File: config.mk
export PLATFORM = sky130hd
export DESIGN_NAME = clk_map_poller_flat
export DESIGN_NICKNAME = d
export VERILOG_FILES = /design/src/rtl/clk_map_poller_if.sv /design/src/rtl/clk_map_poller.sv /design/src/flat_wrapper.sv
export SDC_FILE = /design/constraint.sdc
export NUM_CORES = 1
export LEC_CHECK = 0
export ABC_AREA = 1
export BUFFER_PORTS_ARGS = -buffer_cell sky130_fd_sc_hd__buf_4
export CAP_MARGIN = 20
export CORE_UTILIZATION = 45
export DETAILED_ROUTE_END_ITERATION = 12
export HOLD_SLACK_MARGIN = 0.08
export PLACE_DENSITY_LB_ADDON = 0.1
export SLEW_MARGIN = 20
export SYNTH_ARGS = -nofsm -noshare
export SYNTH_HDL_FRONTEND = slang
export SYNTH_SLANG_ARGS = --single-unit
File: constraint.sdc
create_clock -name clk -period 4.85 [get_ports clk]
set_input_delay 0.97 -clock clk [delete_from_list [all_inputs] [get_ports clk]]
set_output_delay 0.97 -clock clk [all_outputs]
set_load 0.005 [all_outputs]
File: src/rtl/clk_map_poller_if.sv
// Avalon-MM bus between clk_map_poller (master) and the clk_map PIO slave.
interface clk_map_poller_if;
   logic [1:0]  avm_address;
   logic        avm_read;
   logic        avm_write;
   logic [31:0] avm_writedata;
   logic [31:0] avm_readdata;
   logic        avm_waitrequest;
   logic        avm_readdatavalid;

   modport master (
      output avm_address, avm_read, avm_write, avm_writedata,
      input  avm_readdata, avm_waitrequest, avm_readdatavalid
   );

   modport slave (
      input  avm_address, avm_read, avm_write, avm_writedata,
      output avm_readdata, avm_waitrequest, avm_readdatavalid
   );
endinterface

File: src/rtl/clk_map_poller.sv
// Polls the clk_map PIO edge-capture register, clears serviced edges, counts them and latches the input level.
// Optional read-response watchdog with sticky timeout_err: define CLK_MAP_POLLER_TIMEOUT_EN.
module clk_map_poller #(
   parameter int         POLL_INTERVAL = 1000,
   parameter int         CNT_W         = 32,
   parameter logic [1:0] EDGE_ADDR     = 2'd3,
   parameter logic [1:0] DATA_ADDR     = 2'd0
) (
   input  logic             clk,
   input  logic             reset,
   input  logic             enable,
   clk_map_poller_if.master avm,
   output logic [CNT_W-1:0] event_count,
   output logic             level,
   output logic             event_pulse,
   output logic             busy
`ifdef CLK_MAP_POLLER_TIMEOUT_EN
   ,
   output logic             timeout_err
`endif
);

   localparam int            TW     = $clog2(POLL_INTERVAL);
   localparam logic [TW-1:0] RELOAD = TW'(POLL_INTERVAL - 1);

   localparam logic [2:0] IDLE    = 3'd0;
   localparam logic [2:0] RD_EDGE = 3'd1;
   localparam logic [2:0] WT_EDGE = 3'd2;
   localparam logic [2:0] WR_CLR  = 3'd3;
   localparam logic [2:0] RD_DATA = 3'd4;
   localparam logic [2:0] WT_DATA = 3'd5;

   logic [2:0]    state;
   logic [TW-1:0] timer;
   logic          wd_expire;

   // Only bit0 of either register is meaningful.
   logic unused_rd;
   assign unused_rd = ^avm.avm_readdata[31:1];

`ifdef CLK_MAP_POLLER_TIMEOUT_EN
   logic [7:0] wdog;
   logic       enable_q;
   logic       in_wt;

   assign in_wt = (state == WT_EDGE) || (state == WT_DATA);
   // wdog reads 254 during the 255th cycle spent waiting.
   assign wd_expire = in_wt && (wdog == 8'd254) && !avm.avm_readdatavalid;

   always_ff @(posedge clk or posedge reset) begin
      if (reset) begin
         wdog        <= '0;
         enable_q    <= 1'b0;
         timeout_err <= 1'b0;
      end else begin
         enable_q <= enable;
         wdog     <= (in_wt && !wd_expire) ? wdog + 8'd1 : 8'd0;
         if (enable && !enable_q)
            timeout_err <= 1'b0;
         else if (wd_expire)
            timeout_err <= 1'b1;
      end
   end
`else
   assign wd_expire = 1'b0;
`endif

   always_ff @(posedge clk or posedge reset) begin
      if (reset) begin
         state       <= IDLE;
         timer       <= RELOAD;
         event_count <= '0;
         level       <= 1'b0;
         event_pulse <= 1'b0;
      end else begin
         event_pulse <= 1'b0;
         case (state)
            IDLE: begin
               if (!enable)
                  timer <= RELOAD;
               else if (timer != '0)
                  timer <= timer - TW'(1);
               else begin
                  timer <= RELOAD;
                  state <= RD_EDGE;
               end
            end
            RD_EDGE: if (!avm.avm_waitrequest) state <= WT_EDGE;
            WT_EDGE: begin
               if (avm.avm_readdatavalid)
                  state <= avm.avm_readdata[0] ? WR_CLR : IDLE;
               else if (wd_expire) begin
                  timer <= RELOAD;
                  state <= IDLE;
               end
            end
            WR_CLR: begin
               if (!avm.avm_waitrequest) begin
                  event_count <= event_count + CNT_W'(1);
                  event_pulse <= 1'b1;
                  state       <= RD_DATA;
               end
            end
            RD_DATA: if (!avm.avm_waitrequest) state <= WT_DATA;
            WT_DATA: begin
               if (avm.avm_readdatavalid) begin
                  level <= avm.avm_readdata[0];
                  state <= IDLE;
               end else if (wd_expire) begin
                  timer <= RELOAD;
                  state <= IDLE;
               end
            end
            default: state <= IDLE;
         endcase
      end
   end

   // Requests decode straight from state so reset drops them without waiting for a clock.
   always_comb begin
      avm.avm_address   = '0;
      avm.avm_read      = 1'b0;
      avm.avm_write     = 1'b0;
      avm.avm_writedata = '0;
      case (state)
         RD_EDGE: begin
            avm.avm_read    = 1'b1;
            avm.avm_address = EDGE_ADDR;
         end
         WR_CLR: begin
            avm.avm_write     = 1'b1;
            avm.avm_address   = EDGE_ADDR;
            avm.avm_writedata = 32'h1;
         end
         RD_DATA: begin
            avm.avm_read    = 1'b1;
            avm.avm_address = DATA_ADDR;
         end
         default: ;
      endcase
   end

   assign busy = (state != IDLE);

endmodule

File: src/flat_wrapper.sv
// flat-port wrapper written by rule: the top's interface ports become plain ports
module clk_map_poller_flat 
#(
   parameter int         POLL_INTERVAL = 1000,
   parameter int         CNT_W         = 32,
   parameter logic [1:0] EDGE_ADDR     = 2'd3,
   parameter logic [1:0] DATA_ADDR     = 2'd0
)
  (clk, reset, enable, event_count, level, event_pulse, busy, avm_avm_address, avm_avm_read, avm_avm_write, avm_avm_writedata, avm_avm_readdata, avm_avm_waitrequest, avm_avm_readdatavalid);
  clk_map_poller_if avm_i ();
  input  logic clk;
  input  logic reset;
  input  logic enable;
  output logic [CNT_W-1:0] event_count;
  output logic level;
  output logic event_pulse;
  output logic busy;
  output wire logic [$bits(avm_i.avm_address)-1:0] avm_avm_address;
  output wire logic [$bits(avm_i.avm_read)-1:0] avm_avm_read;
  output wire logic [$bits(avm_i.avm_write)-1:0] avm_avm_write;
  output wire logic [$bits(avm_i.avm_writedata)-1:0] avm_avm_writedata;
  input wire logic [$bits(avm_i.avm_readdata)-1:0] avm_avm_readdata;
  input wire logic [$bits(avm_i.avm_waitrequest)-1:0] avm_avm_waitrequest;
  input wire logic [$bits(avm_i.avm_readdatavalid)-1:0] avm_avm_readdatavalid;
  assign avm_avm_address = avm_i.avm_address;
  assign avm_avm_read = avm_i.avm_read;
  assign avm_avm_write = avm_i.avm_write;
  assign avm_avm_writedata = avm_i.avm_writedata;
  assign avm_i.avm_readdata = avm_avm_readdata;
  assign avm_i.avm_waitrequest = avm_avm_waitrequest;
  assign avm_i.avm_readdatavalid = avm_avm_readdatavalid;
  clk_map_poller #(.POLL_INTERVAL(POLL_INTERVAL), .CNT_W(CNT_W), .EDGE_ADDR(EDGE_ADDR), .DATA_ADDR(DATA_ADDR)) u_core (.clk(clk), .reset(reset), .enable(enable), .avm(avm_i), .event_count(event_count), .level(level), .event_pulse(event_pulse), .busy(busy));
endmodule
==> results.json <==
{
  "post_cts_buffers": 0,
  "hold_depth": 2,
  "r2r-start": "u_core.state[0]",
  "synth.area.top_cells": "dfrtp_1, nand2_1, buf_4, dfstp_2, nor2_1",
  "grt_use_total": 0.1872,
  "final_area_mm2": 0.003281,
  "hp-start": "u_core.timer[9]",
  "post_dp_cell_area_mm2": 0.003194,
  "min_to": "u_core.timer[9]",
  "p_leak_uw": 0.001678,
  "fin_setup_tns_ns": 0,
  "fmax_mhz": 341.0,
  "switching_power_uw": 396.4,
  "syn_to_final_growth_pct": 12.87,
  "synth_edf_count": 0,
  "grt_first_pass_wirelength_um": 9646,
  "cts_num_sinks": 47,
  "grt_pass1_vias": 2134,
  "clk_pin_slew_ns": 0.08,
  "io_buffers": 45,
  "fin_cells": 518,
  "clock_path_buffers": 2,
  "clk_latency_ns": 0.29,
  "cts_max_level": 2,
  "first_iter_violations": 145,
  "pwr-share-clk": 0.215,
  "ys.flop_type": "dfrtp_1",
  "powerDensity_mw_per_mm2": 332.7,
  "cts_tree": "yes",
  "p_int_uw": 695.1,
  "final_nets": 481,
  "synth_top_area_share": 0.3358,
  "synth_area_mm2": 0.002907,
  "relSlewSlack": 0.4101,
  "end_kind": "primary output",
  "hold_viol_final": 0,
  "r2r_slack_ns": 2.83,
  "finClkSkew_ns": 0.007745,
  "place_hpwl_um": 4492,
  "die_h_um": 82.37,
  "p_comb_frac": 0.319,
  "fin_crit_sh": 0.6047,
  "place_congestion": 0.8545,
  "drc": 0,
  "hold_path_class": "register to register",
  "swShare": 0.3632,
  "diodes": 0,
  "setup_viol_count_final": 0,
  "ir_drop_mv": 0.2675,
  "worstPathMaxFanout": 16,
  "synth-seq-cells": 47,
  "synth_area_per_cell_um2": 7.358,
  "multiInputGateArea_mm2": 0.001419,
  "synth-seq-area-share": 0.4081,
  "grt_start_max_net_pins": 48,
  "yosysMostFrequentCell": "nand2_1",
  "r2r_cells": 8,
  "drive_gt1_frac": 0.1625,
  "core-area_mm2": 0.006061,
  "die_w_um": 82.37,
  "period_needed_ns": 2.933,
  "cts_buffers": 5,
  "pin_count": 108,
  "hold_buffers": 0,
  "drv_slew": 0,
  "maxCapViolations": 0,
  "path_class": "register to primary output",
  "syn_inst": 395,
  "ant_nets": 0,
  "post_cts_resized": 0,
  "status": "complete, no violations",
  "synth-warning-count": 0,
  "synth_top_area_cell": "dfrtp_1",
  "pwr-share-seq": 0.466,
  "worstPathArrival_ns": 1.96,
  "rsz0062_at_grt": "false",
  "start_util": 0.4796,
  "start_kind": "register",
  "required_ns": 3.88,
  "r2r_end": "u_core.timer[9]",
  "antenna_found_initial": 0,
  "drt_first_pass_iters": 4,
  "grt-ovfl-total": 0,
  "wl_per_cell_um": 11.31,
  "via_per_inst": 4.778,
  "die_area_mm2": 0.006784,
  "root_buffer": "clkbuf_8",
  "std_cell_rows": 28,
  "regArea_mm2": 0.001186,
  "yosysUniqueCellTypes": 27,
  "synthTopCellsByCount": "nand2_1, nor2_1, inv_1",
  "wl_um": 5857,
  "crit_start": "u_core.state[0]",
  "synthArstFlopShare": 1.000,
  "worst_slew_pin_slew_ns": 0.8817,
  "dp_cells": 510,
  "route.vias.total": 2475,
  "nFillCells": 616
}
layout by cell type (no fill, tap or decap), drive strengths merged, types with 7 or more instances in the layout:
| cell type | count |
|---|---|
| nand3b | 9 |
| dfstp | 8 |
| inv | 41 |
| nand2 | 126 |
| buf | 45 |
| dfrtp | 39 |
| nand3 | 36 |
| conb | 31 |
| xnor2 | 7 |
| xor2 | 11 |
| nor2 | 54 |
state kept, by name, indices dropped and copies added (netlist names):
register	count
u_core.event_pulse	1
u_core.event_count	32
u_core.level	1
u_core.state	3
u_core.timer	10
stage by stage:
step	setup WS [ns]	hold slack, ns	power, µW	utilization
6_report	1.917	0.4750	1091	0.5413
5_1_grt	1.676	0.5013	1181	0.5413
4_1_cts	1.916	0.4786	1106	0.5411
3_5_place_dp	2.240	0.4656	865.0	0.5270
3_3_place_gp	2.281	0.4622	857.0	0.5270
2_1_floorplan	2.777	0.4423	759.4	-
cells by family after synthesis:
kind of cell / count (synthesis) / share of synthesized area
other: 1 / 0.001290
flip-flops: 47 / 0.4081
XOR/XNOR: 18 / 0.05424
buffers and inverters: 77 / 0.1425
AND/OR/NAND/NOR: 238 / 0.3616
AO/OA/AOI/OAI: 11 / 0.01980
adder cells (fa/ha/maj): 2 / 0.008608
multiplexers: 1 / 0.003874
power by group through the flow:
| stage | registers (µW) | clock network [µW] | logic, µW |
|---|---|---|---|
| 2_1_floorplan | 500 | 0 | 260 |
| 5_1_grt | 518 | 262 | 401 |
| 3_3_place_gp | 515 | 0 | 342 |
| 6_report | 508 | 235 | 349 |
| 3_5_place_dp | 515 | 0 | 350 |
| 4_1_cts | 508 | 247 | 351 |
worst max-delay path: stages (launching register included):
cell and delay, ns:
dfrtp_1 0.45, inv_1 0.15, nand2_1 0.08, nor2_1 0.67, inv_1 0.14, buf_4 0.18
worst max path at each step:
stage                            endpoint  slack (ns)  cells after the start
floorplan           u_core.event_count[0]        2.78                      1
global placement                     busy        2.28                      5
detailed placement                   busy        2.24                      5
CTS                                  busy        1.92                      5
global route                         busy        1.68                      5
finish                               busy        1.92                      5
area by class of cell:
| cell class | count | share of cell area |
|---|---|---|
| Sequential cell | 47 | 0.3616 |
| Tap cell | 75 | 0.02860 |
| Multi-Input combinational cell | 301 | 0.4325 |
| Clock buffer | 6 | 0.02212 |
| Inverter | 42 | 0.04844 |
| Clock inverter | 2 | 0.003814 |
| Timing Repair Buffer | 45 | 0.1030 |
layer usage:
metal	track usage	share of wire	vias up
met5	0	0	-
met4	0.05263	0.0048	0
met3	0.04396	0.060	4
met2	0.2967	0.46	85
met1	0.2541	0.47	1120
li1	-	-	1266
(Power assumes the default switching activity.)
